**src/rtl/u_cla12_serial_add.sv**
```systemverilog
// rtl/u_cla12_serial_add.sv - serial multi-word adder, one 12-bit carry-lookahead slice per cycle
module u_cla12_serial_add #(
  parameter int NUM_WORDS = 4
) (
  input  logic                    clk,
  input  logic                    rst,
  input  logic                    in_valid,
  output logic                    in_ready,
  input  logic [12*NUM_WORDS-1:0] a,
  input  logic [12*NUM_WORDS-1:0] b,
  output logic                    out_valid,
  input  logic                    out_ready,
  output logic [12*NUM_WORDS:0]   out_sum,
  output logic                    busy
);

  localparam int W  = 12 * NUM_WORDS;
  localparam int CW = (NUM_WORDS > 1) ? $clog2(NUM_WORDS) : 1;
  localparam logic [CW-1:0] LAST = CW'(NUM_WORDS - 1);

  typedef enum logic [1:0] {IDLE, RUN, DONE} state_t;

  state_t        state;
  logic [W-1:0]  a_q, b_q, res_q, res_next;
  logic [CW-1:0] cnt;
  logic          carry;
  logic [11:0]   a_sl, b_sl;
  logic [12:0]   sum;

  // Each carry is a flat AND-OR of generate/propagate terms, so no carry ripples bit to bit.
  function automatic logic [12:0] cla12(input logic [11:0] x, input logic [11:0] y,
                                        input logic ci);
    logic [11:0] g, p;
    logic [12:0] c;
    logic        pp;
    g = x & y;
    p = x ^ y;
    c = 13'b0;
    c[0] = ci;
    for (int i = 0; i < 12; i++) begin
      pp = 1'b1;
      c[i+1] = 1'b0;
      for (int j = i; j >= 0; j--) begin
        c[i+1] = c[i+1] | (pp & g[j]);
        pp = pp & p[j];
      end
      c[i+1] = c[i+1] | (pp & ci);
    end
    return {c[12], p ^ c[11:0]};
  endfunction

  always_comb begin
    a_sl = 12'b0;
    b_sl = 12'b0;
    for (int k = 0; k < NUM_WORDS; k++) begin
      if (cnt == CW'(k)) begin
        a_sl = a_q[12*k +: 12];
        b_sl = b_q[12*k +: 12];
      end
    end
  end

  assign sum = cla12(a_sl, b_sl, carry);

  always_comb begin
    res_next = res_q;
    for (int k = 0; k < NUM_WORDS; k++) begin
      if (cnt == CW'(k)) res_next[12*k +: 12] = sum[11:0];
    end
  end

  // Slices accumulate in res_q; out_sum only moves on the edge that enters DONE.
  always_ff @(posedge clk) begin
    if (rst) begin
      state     <= IDLE;
      cnt       <= '0;
      carry     <= 1'b0;
      a_q       <= '0;
      b_q       <= '0;
      res_q     <= '0;
      out_sum   <= '0;
      in_ready  <= 1'b1;
      out_valid <= 1'b0;
      busy      <= 1'b0;
    end else begin
      case (state)
        IDLE: begin
          if (in_valid) begin
            a_q      <= a;
            b_q      <= b;
            cnt      <= '0;
            carry    <= 1'b0;
            state    <= RUN;
            in_ready <= 1'b0;
            busy     <= 1'b1;
          end
        end
        RUN: begin
          res_q <= res_next;
          carry <= sum[12];
          cnt   <= cnt + 1'b1;
          if (cnt == LAST) begin
            out_sum   <= {sum[12], res_next};
            state     <= DONE;
            busy      <= 1'b0;
            out_valid <= 1'b1;
          end
        end
        DONE: begin
          if (out_ready) begin
            state     <= IDLE;
            out_valid <= 1'b0;
            in_ready  <= 1'b1;
          end
        end
        default: begin
          state     <= IDLE;
          in_ready  <= 1'b1;
          out_valid <= 1'b0;
          busy      <= 1'b0;
        end
      endcase
    end
  end

endmodule
```
**config.mk**
```make
export PLATFORM = sky130hd
export DESIGN_NAME = u_cla12_serial_add
export DESIGN_NICKNAME = d
export VERILOG_FILES = /design/src/rtl/u_cla12_serial_add.sv
export SDC_FILE = /design/constraint.sdc
export NUM_CORES = 1
export LEC_CHECK = 0
export CAP_MARGIN = 20
export CORE_AREA = 2 2 136 138
export DETAILED_ROUTE_END_ITERATION = 8
export DIE_AREA = 0 0 138 140
export PLACE_DENSITY = 0.72
export SLEW_MARGIN = 20
export SYNTH_ARGS = -nofsm -noshare
export SYNTH_HDL_FRONTEND = slang
export SYNTH_SLANG_ARGS = --single-unit
```
**constraint.sdc**
```tcl
create_clock -name clk -period 3.35 [get_ports clk]
set_clock_uncertainty 0.15 [all_clocks]
set_input_delay 0.335 -clock clk [delete_from_list [all_inputs] [get_ports clk]]
set_output_delay 0.335 -clock clk [all_outputs]
set_load 0.01 [all_outputs]
```
==> impl_results.html <==
<table>
<tr><th>Metric</th><th>Value</th></tr>
<tr><th colspan="2">Logic synthesis</th></tr>
<tr><td>Yosys synthesis warning count</td><td>0</td></tr>
<tr><td>Post-Synthesis Cells</td><td>around 1100</td></tr>
<tr><td>Number of nets in the synthesized netlist</td><td>1215</td></tr>
<tr><td>Flip-flop and latch count after synthesis</td><td>roughly 190</td></tr>
<tr><td>Proportion of synthesized flip-flops having asynchronous set or reset</td><td>0%</td></tr>
<tr><td>Mean instance size in the synthesized netlist</td><td>around 7.6 um2</td></tr>
<tr><td>Proportion of synthesized chip area in sequential cells</td><td>a little under half</td></tr>
<tr><td>Largest area contributor in the netlist</td><td>sky130_fd_sc_hd__dfxtp_1</td></tr>
<tr><td>Share of the synthesized area in the top cell type</td><td>between 40% and 50%</td></tr>
<tr><td>Number of enable flip-flop cells after synthesis</td><td>0</td></tr>
<tr><td>Most used flip-flop cell after synthesis</td><td>sky130_fd_sc_hd__dfxtp_1</td></tr>
<tr><td>Netlist area before placement</td><td>approximately 8300 um2</td></tr>
<tr><td>Post-synth cell types</td><td>55</td></tr>
<tr><td>Ranking of synthesized cells by area</td><td>sky130_fd_sc_hd__dfxtp_1, sky130_fd_sc_hd__nand2_1, sky130_fd_sc_hd__a21oi_1</td></tr>
<tr><th colspan="2">Cells and area</th></tr>
<tr><td># diodes</td><td>0</td></tr>
<tr><td>Post-layout utilization of the core</td><td>slightly above 60%</td></tr>
<tr><td>Net count of the finished layout</td><td>1344</td></tr>
<tr><td>Most frequent cells in the layout</td><td>sky130_fd_sc_hd__nand2_1, sky130_fd_sc_hd__a21oi_1, sky130_fd_sc_hd__dfxtp_1</td></tr>
<tr><td>Most common cell after layout, fill and taps aside</td><td>sky130_fd_sc_hd__nand2_1</td></tr>
<tr><td>Synthesis-to-finish area growth</td><td>32.7%</td></tr>
<tr><td>Proportion of layout cells with a drive suffix above 1</td><td>between 10% and 20%</td></tr>
<tr><td>Final Cell Area</td><td>between 10000 and 15000 um2</td></tr>
<tr><td>Final std cells w/o fill</td><td>approximately 1500</td></tr>
<tr><th colspan="2">GRT</th></tr>
<tr><td>Wire length of the first global-routing pass</td><td>roughly 37 mm</td></tr>
<tr><td>Combined global-route utilization of all metal layers</td><td>23.5%</td></tr>
<tr><td>Largest net degree at the start of global routing</td><td>97</td></tr>
<tr><td>GRT Residual Overflow</td><td>0</td></tr>
<tr><td>Vias in the first global route</td><td>about 7400</td></tr>
<tr><td>Antenna violations before repair</td><td>0</td></tr>
<tr><th colspan="2">Die</th></tr>
<tr><td>Die Y-Extent</td><td>~140 um</td></tr>
<tr><td>Initial core utilization</td><td>a little under half</td></tr>
<tr><td>Standard cell core area</td><td>between 15000 and 20000 um2</td></tr>
<tr><td>I/O pin count</td><td>around 150</td></tr>
<tr><td>Overall die area</td><td>approximately 19000 um2</td></tr>
<tr><td>Horizontal die dimension</td><td>between 100 and 150 um</td></tr>
<tr><td>Core Rows</td><td>49</td></tr>
<tr><th colspan="2">Worst setup path</th></tr>
<tr><td>Nature of the critical path startpoint</td><td>flop</td></tr>
<tr><td>Critical path fanouts, max</td><td>12</td></tr>
<tr><td>CP endpoint kind</td><td>flop</td></tr>
<tr><td>Reg2reg setup slack</td><td>0.13 ns</td></tr>
<tr><td>Worst Path Class, Setup</td><td>flop to flop</td></tr>
<tr><td>Worst R2R Start</td><td>cnt[0]</td></tr>
<tr><td>Number of cell instances on the worst register-to-register path</td><td>17</td></tr>
<tr><td>Worst Path Arrival</td><td>between 3 and 4 ns</td></tr>
<tr><td>Required time reported for the critical path endpoint</td><td>between 3 and 4 ns</td></tr>
<tr><td>End of the worst register-to-register path</td><td>res_q[7]</td></tr>
<tr><th colspan="2">Clock tree</th></tr>
<tr><td>CTS buffer count</td><td>17</td></tr>
<tr><td>Number of H-tree levels</td><td>4</td></tr>
<tr><td>Clock root buffer</td><td>sky130_fd_sc_hd__clkbuf_16</td></tr>
<tr><td>Clk Latency, worst-skew pair</td><td>approximately 0.44 ns</td></tr>
<tr><td>Number of buffers inserted for hold repair after clock tree synthesis</td><td>0</td></tr>
<tr><td>TritonCTS Sinks</td><td>around 190</td></tr>
<tr><td>Buffer depth of the longest clock path</td><td>2</td></tr>
<tr><td>Clock tree from TritonCTS</td><td>yes</td></tr>
<tr><td>Clock-pin transition on the worst setup and hold timing paths</td><td>roughly 0.070 ns</td></tr>
<tr><th colspan="2">Hold path</th></tr>
<tr><td>Hold wc startpoint</td><td>b[7]</td></tr>
<tr><td>Hold endpoint</td><td>b_q[7]</td></tr>
<tr><td>Number of cells on the worst hold path</td><td>3</td></tr>
<tr><td>Worst hold-check path type</td><td>primary input to flop</td></tr>
<tr><th colspan="2">Timing</th></tr>
<tr><td>Count of endpoints failing setup in the final report</td><td>0</td></tr>
<tr><td>Final critical-path required period</td><td>3.22 ns</td></tr>
<tr><td>Count of final hold-check violations</td><td>0</td></tr>
<tr><td>Setup slack after layout</td><td>roughly 0.13 ns</td></tr>
<tr><td>Worst Max-Slew Pin Slew</td><td>about 0.9 ns</td></tr>
<tr><td>Max-Slew Margin vs Limit</td><td>40.0%</td></tr>
<tr><td>Share of the cycle needed by the critical path after routing</td><td>between 90% and 100%</td></tr>
<tr><td>Slew Limit Fails</td><td>0</td></tr>
<tr><td>Hold slack</td><td>0.288 ns</td></tr>
<tr><td>Sum of negative setup slack</td><td>0 ns</td></tr>
<tr><td>F_max</td><td>311 MHz</td></tr>
<tr><th colspan="2">Routing</th></tr>
<tr><td>Drt via density</td><td>5.43</td></tr>
<tr><td>Total wire length</td><td>around 23 mm</td></tr>
<tr><td>Drc violations</td><td>0</td></tr>
<tr><td>Initial drt markers</td><td>between 600 and 700</td></tr>
<tr><td>Final ANT Viol Nets</td><td>0</td></tr>
<tr><td>Via count</td><td>~8000</td></tr>
<tr><td>Post-DR wirelength/cell</td><td>~16 um</td></tr>
<tr><td>DR pass1 iterations</td><td>5</td></tr>
<tr><th colspan="2">Power</th></tr>
<tr><td>Leakage power total</td><td>between 4 and 5 nW</td></tr>
<tr><td>Internal cell power</td><td>~3.9 mW</td></tr>
<tr><td>Switching pwr</td><td>~1.3 mW</td></tr>
<tr><td>Combinational cell fraction of total power</td><td>between 10% and 20%</td></tr>
<tr><td>Power, Total</td><td>between 5 and 6 mW</td></tr>
<tr><td>Proportion of power drawn by the clock network</td><td>about two fifths</td></tr>
<tr><td>Switching part of the total</td><td>between 20 and 30%</td></tr>
<tr><td>Areal power density over the cells</td><td>roughly 480 nW/um2</td></tr>
<tr><td>Sequential cell fraction of total power</td><td>a little under half</td></tr>
<tr><td>Worst VDD drop</td><td>between 300 and 400 uV</td></tr>
<tr><th colspan="2">Place</th></tr>
<tr><td>Number of placed instances, taps included</td><td>roughly 1400</td></tr>
<tr><td>Detailed placement HPWL</td><td>approximately 16 mm</td></tr>
<tr><td>Setup slack at placement</td><td>-0.163 ns</td></tr>
<tr><td>Placement Cell Area</td><td>approximately 10000 um2</td></tr>
<tr><td>Final weighted congestion in routability-driven placement</td><td>roughly 0.87</td></tr>
<tr><td>Count of port buffers added during placement</td><td>151</td></tr>
<tr><th colspan="2">Run</th></tr>
<tr><td>Max-cap check violation count</td><td>0</td></tr>
<tr><th colspan="2">Run status</th></tr>
<tr><td>Outcome</td><td>complete, no violations</td></tr>
</table>
flip-flops by register name, indices dropped and copies added (netlist names):
name       count
res_q         36
carry          1
state          2
a_q           48
busy           1
in_ready       1
b_q           48
out_sum       49
cnt            2
out_valid      1
worst max-delay path, cell delays in order, from the launching register on:
cell	delay (ns)
sky130_fd_sc_hd__dfxtp_4	0.37
sky130_fd_sc_hd__inv_2	0.06
sky130_fd_sc_hd__ha_4	0.18
sky130_fd_sc_hd__buf_12	0.15
sky130_fd_sc_hd__nand2_1	0.08
sky130_fd_sc_hd__nor2_2	0.04
sky130_fd_sc_hd__a21oi_2	0.15
sky130_fd_sc_hd__nor2_2	0.06
sky130_fd_sc_hd__a21oi_1	0.18
sky130_fd_sc_hd__o21ai_2	0.13
sky130_fd_sc_hd__ha_4	0.31
sky130_fd_sc_hd__o211ai_4	0.10
sky130_fd_sc_hd__nor2_1	0.10
sky130_fd_sc_hd__a21bo_2	0.20
sky130_fd_sc_hd__a21oi_4	0.11
sky130_fd_sc_hd__buf_4	0.15
sky130_fd_sc_hd__or4_1	0.50
sky130_fd_sc_hd__nand3_1	0.11
cell usage after synthesis, types with 3 or more instances:
cell                       instances
sky130_fd_sc_hd__nand2b_1          3
sky130_fd_sc_hd__ha_1             17
sky130_fd_sc_hd__nor4b_1           6
sky130_fd_sc_hd__o211ai_1          3
sky130_fd_sc_hd__o21ai_0          56
sky130_fd_sc_hd__nand3_1          21
sky130_fd_sc_hd__o31ai_1           3
sky130_fd_sc_hd__xnor2_1           3
sky130_fd_sc_hd__mux2i_1          16
sky130_fd_sc_hd__nor3_2            3
sky130_fd_sc_hd__o22ai_1          14
sky130_fd_sc_hd__nor3b_1          15
sky130_fd_sc_hd__nand4_1           4
sky130_fd_sc_hd__o32ai_1           3
sky130_fd_sc_hd__and2_1            4
sky130_fd_sc_hd__dfxtp_1         189
sky130_fd_sc_hd__buf_1            13
sky130_fd_sc_hd__or4_1             3
sky130_fd_sc_hd__a21oi_1         197
sky130_fd_sc_hd__nand2_1         300
sky130_fd_sc_hd__clkbuf_1         60
sky130_fd_sc_hd__nor2b_1           3
sky130_fd_sc_hd__inv_1            10
sky130_fd_sc_hd__a211oi_1         14
sky130_fd_sc_hd__buf_2            15
sky130_fd_sc_hd__nor2_1           80
sky130_fd_sc_hd__a31oi_1           6
metal layers:
metal	part of all wire (%)	global-route usage, %	vias to the layer above
met5	0	0	-
met4	2.2	7.79	0
met3	5.4	4.58	38
met2	48	38.8	265
met1	44	31.2	3689
li1	-	-	3983
final cells by class:
cell class	instances	area [um2]
inverter	10	37.5
tap	229	287
sequential	189	3790
fill	1572	6750
clock inverter	12	183
timing repair buffer	198	1950
clock buffer	20	447
multi-input combinational	810	4340
worst max path at each step:
stage,start,endpoint,slack [ns],cells past startpoint
finish,cnt[0],res_q[7],0.13,17
global route,cnt[0],out_sum[8],-0.02,16
CTS,cnt[0],out_sum[47],-0.01,16
detailed placement,cnt[0],out_sum[32],-0.16,16
global placement,cnt[0],out_sum[8],-0.04,16
floorplan,cnt[0],out_sum[20],0.10,15
power by group through the flow:
stage	Combinational, mW	Clock [mW]	Sequential, mW
final	0.756	2.15	2.39
after global routing	0.826	2.27	2.40
after CTS	0.711	2.18	2.39
after detailed placement	0.692	0	2.44
after global placement	0.685	0	2.43
after floorplan	0.400	0	2.42
cells by family after synthesis:
kind of cell / after synthesis / share of synthesized area [%]
flops: 189 / 45.5
mux: 17 / 2.09
buf+inv: 98 / 4.65
simple gates: 455 / 23.3
compound gates: 313 / 20.8
xor+xnor: 7 / 0.918
fa+ha+maj: 18 / 2.80
what timing repair did:
item | in CTS | in global routing
endpoints found under the setup margin | 20 | 46
resized for setup | 9 | 37
pin swaps | 2 | 17
buffers inserted | 1 | 4
gates cloned | 0 | 1
No activity file was read; power rests on OpenSTA's default activity.
==> edit 1 (same settings) <==
Reset style: asynchronous (`rst`), changed in one clocked block.
--- a/src/rtl/u_cla12_serial_add.sv
+++ b/src/rtl/u_cla12_serial_add.sv
@@ -72,3 +72,3 @@
   // Slices accumulate in res_q; out_sum only moves on the edge that enters DONE.
-  always_ff @(posedge clk) begin
+  always_ff @(posedge clk or posedge rst) begin
     if (rst) begin
Function: differs if rst is asserted again (counterexample within 4 cycles, from zero or initial values and one cycle with rst high); with rst held inactive, the same outputs for 10 cycles.
==> edit 1 against the unedited design <==
Die area is the same. Wire length shrank 8.9%. Sequential cell count is the same. Final area grew 5.1%. Setup slack lost 11 ps. Area after synthesis grew 3.8%.
Power is not compared: it rests on default switching activity, and its combinational part moved more than twofold at a synthesized area within 25%.
==> edit 1: results (changes against the unedited design) <==
status complete, no violations (unchanged); reg2reg start cnt[0] (unchanged); synth-to-layout area growth 34.33% (was 32.72%); syn nets 908 (was 1215); average wire per standard cell 17.74 um (was 15.91 um); GR Layer Usage met3 4.718% (was 4.581%); slowest CP cell dfrtp_2 (was or4_1); met2 Use GR 34.58% (was 38.80%); Final Wtd Congestion 0.8149 (was 0.8710); GR Util All Layers 22.12% (was 23.53%); metal1 wirelength 9703 um (was 10390 um); reg2reg path depth 16 (was 17); dpl ws -21.22 ps (was -162.9 ps); Slowest Stage Delay on Critical Path 440 ps (was 500 ps); largest net degree at the start of global routing 51 (was 97); Synth top cells by count 188 x dfrtp_1, 110 x nand2_1, 99 x mux2_2 (was 300 x nand2_1, 197 x a21oi_1, 189 x dfxtp_1); HP Class in -> async (was in -> reg); post-synthesis mux area share 14.08% (was 2.092%); Critical Path AT 3380 ps (was 3440 ps); XOR/XNOR Fraction of Synth Area 1.798% (was 0.9181%); drt initial violations 358 (was 641); crit path to res_q[22] (was res_q[7]); post-CTS sizing 4 (was 9); Syn Inst Count 790 (was 1097); via count 6482 (was 7975); Tightest Pin Transition 871.7 ps (was 900.6 ps); share of cells above drive strength 1 24.41% (was 10.01%); largest family of logic cells by synthesized area multiplexers (was simple AND/OR/NAND/NOR gates); nets 1077 (was 1344); routed wl met2 10280 um (was 11200 um)
edit 1: changes by cell type after synthesis, moves of 16 or more:
cell      before  now
dfxtp_1      189    0
nand3_1       21    5
a22oi_1        2   22
nor2_1        80   43
a21oi_1      197   55
clkbuf_1      60   33
dfrtp_1        0  188
nand2_1      300  110
o21ai_0       56   97
mux2_2         0   99
edit 1: worst reg2reg max path: stages, from the launching register on:
cell and delay (ps):
dfrtp_2 440, inv_2 80, ha_4 120, nor2b_4 230
clkbuf_16 190, a22oi_2 50, nor2_2 160, a21oi_2 60
o21ai_2 220, ha_4 250, a211oi_4 300, o21ai_4 140
a31oi_4 240, o21bai_2 110, xnor2_2 140, buf_6 150
o21ai_2 60
edit 1: final cells by class:
type,instances,area (um2)
fill,1389,6187
multi-input combinational,539,3866
tap,229,286.5
clock buffer,21,470.5
timing repair buffer,204,2041
clock inverter,10,162.7
inverter,8,33.78
sequential,189,4732
==> edit 2 (config.mk and constraints unchanged) <==
Made on the original files. The parameter `NUM_WORDS` goes from 4 to 2.
--- a/src/rtl/u_cla12_serial_add.sv
+++ b/src/rtl/u_cla12_serial_add.sv
@@ -2,3 +2,3 @@
 module u_cla12_serial_add #(
-  parameter int NUM_WORDS = 4
+  parameter int NUM_WORDS = 2
 ) (
Ports: changed (resized a, b and out_sum); port bits go from 152 to 80. The function was not compared with the original's and may differ.
==> edit 2 against the unedited design <==
Power shrank 49%. Sequential cell count shrank 97. Wire length is 53% lower. Area after synthesis down 50%. Via count shrank 55%. Setup slack gained 270 ps. Final area shrank 50%. Clock power is 49% lower. Largest power group unchanged.
==> edit 2: results (changes against the unedited design) <==
CP Max Fanout 16 (was 12); Post-Route WL 11030 um (was 23360 um); Post-Synth Adder-Cell Area 4.408% (was 2.800%); dpl ws 431.0 ps (was -162.9 ps); Area after DPL 5141 um2 (was 10140 um2); hold depth 2 (was 3); Post-CTS Setup Bufs 0 (was 1); placed cells 785 (was 1430); drt pass-1 iters 4 (was 5); reg2reg start cnt (was cnt[0]); Slowest Stage Delay on Critical Path 410 ps (was 500 ps); hpwl dp 8280 um (was 16230 um); Fillers 1904 (was 1572); post-synthesis mux area share 7.186% (was 2.092%); CP delay by family, top compound AO/OA/AOI/OAI gates (was simple AND/OR/NAND/NOR gates); status complete, no violations (unchanged); XOR/XNOR Fraction of Synth Area 1.479% (was 0.9181%); Synth cell types 44 (was 55); reg2reg path depth 9 (was 17); Port Buffers 79 (was 151); WHS Endpoint a_q[22] (was b_q[7]); Hold Startpoint a_q[22] (was b[7]); synthesized area per cell 8.206 um2 (was 7.578 um2); final core utilization 30.75% (was 62.05%); nets 633 (was 1344); CTS Buf Count 9 (was 17); Synth top cells by count 150 x nand2_1, 92 x dfxtp_1, 83 x a21oi_1 (was 300 x nand2_1, 197 x a21oi_1, 189 x dfxtp_1); number of H-tree levels 3 (was 4); largest net degree at the start of global routing 49 (was 97); final hold slack 301.5 ps (was 287.7 ps); HP Class reg -> reg (was in -> reg); Critical Path AT 3000 ps (was 3440 ps); Regs by FF count out_sum: 25 flops, a_q: 24 flops, b_q: 24 flops (was out_sum: 49 flops, a_q: 48 flops, b_q: 48 flops); Final Wtd Congestion 0.8611 (was 0.8710); worst skew pair latency 340 ps (was 440 ps)
[edit 2: cell count changes after synthesis, sizes merged, moves of 11 or more]
cell and change:
mux2 +22, a211oi -11, nor2 -64, o22ai -14
dfxtp -97, nand3 -20, clkbuf -31, mux2i -12
o21ai -50, nand2 -150, buf -22, a21oi -116
[edit 2: cell type report]
cell class                      count  area share [%]
Multi-Input combinational cell    374           39.50
Timing Repair Buffer               86           15.33
Clock inverter                      6           1.602
Tap cell                          229           5.240
Clock buffer                       10           4.371
Sequential cell                    92           33.68
Inverter                            4          0.2746
[edit 2: routing by layer]
metal | global-route usage, % | vias up | share of wire, %
met5 | 0 | - | 0
met1 | 15.29 | 1641 | 48
li1 | - | 1835 | -
met3 | 3.043 | 9 | 5.1
met4 | 2.793 | 0 | 0.98
met2 | 18.97 | 80 | 46
[edit 2: report_power, final]
part	switching [W]	internal, W
Clock	0.000425	0.000674
Sequential	0.0000355	0.00115
Combinational	0.000212	0.000180
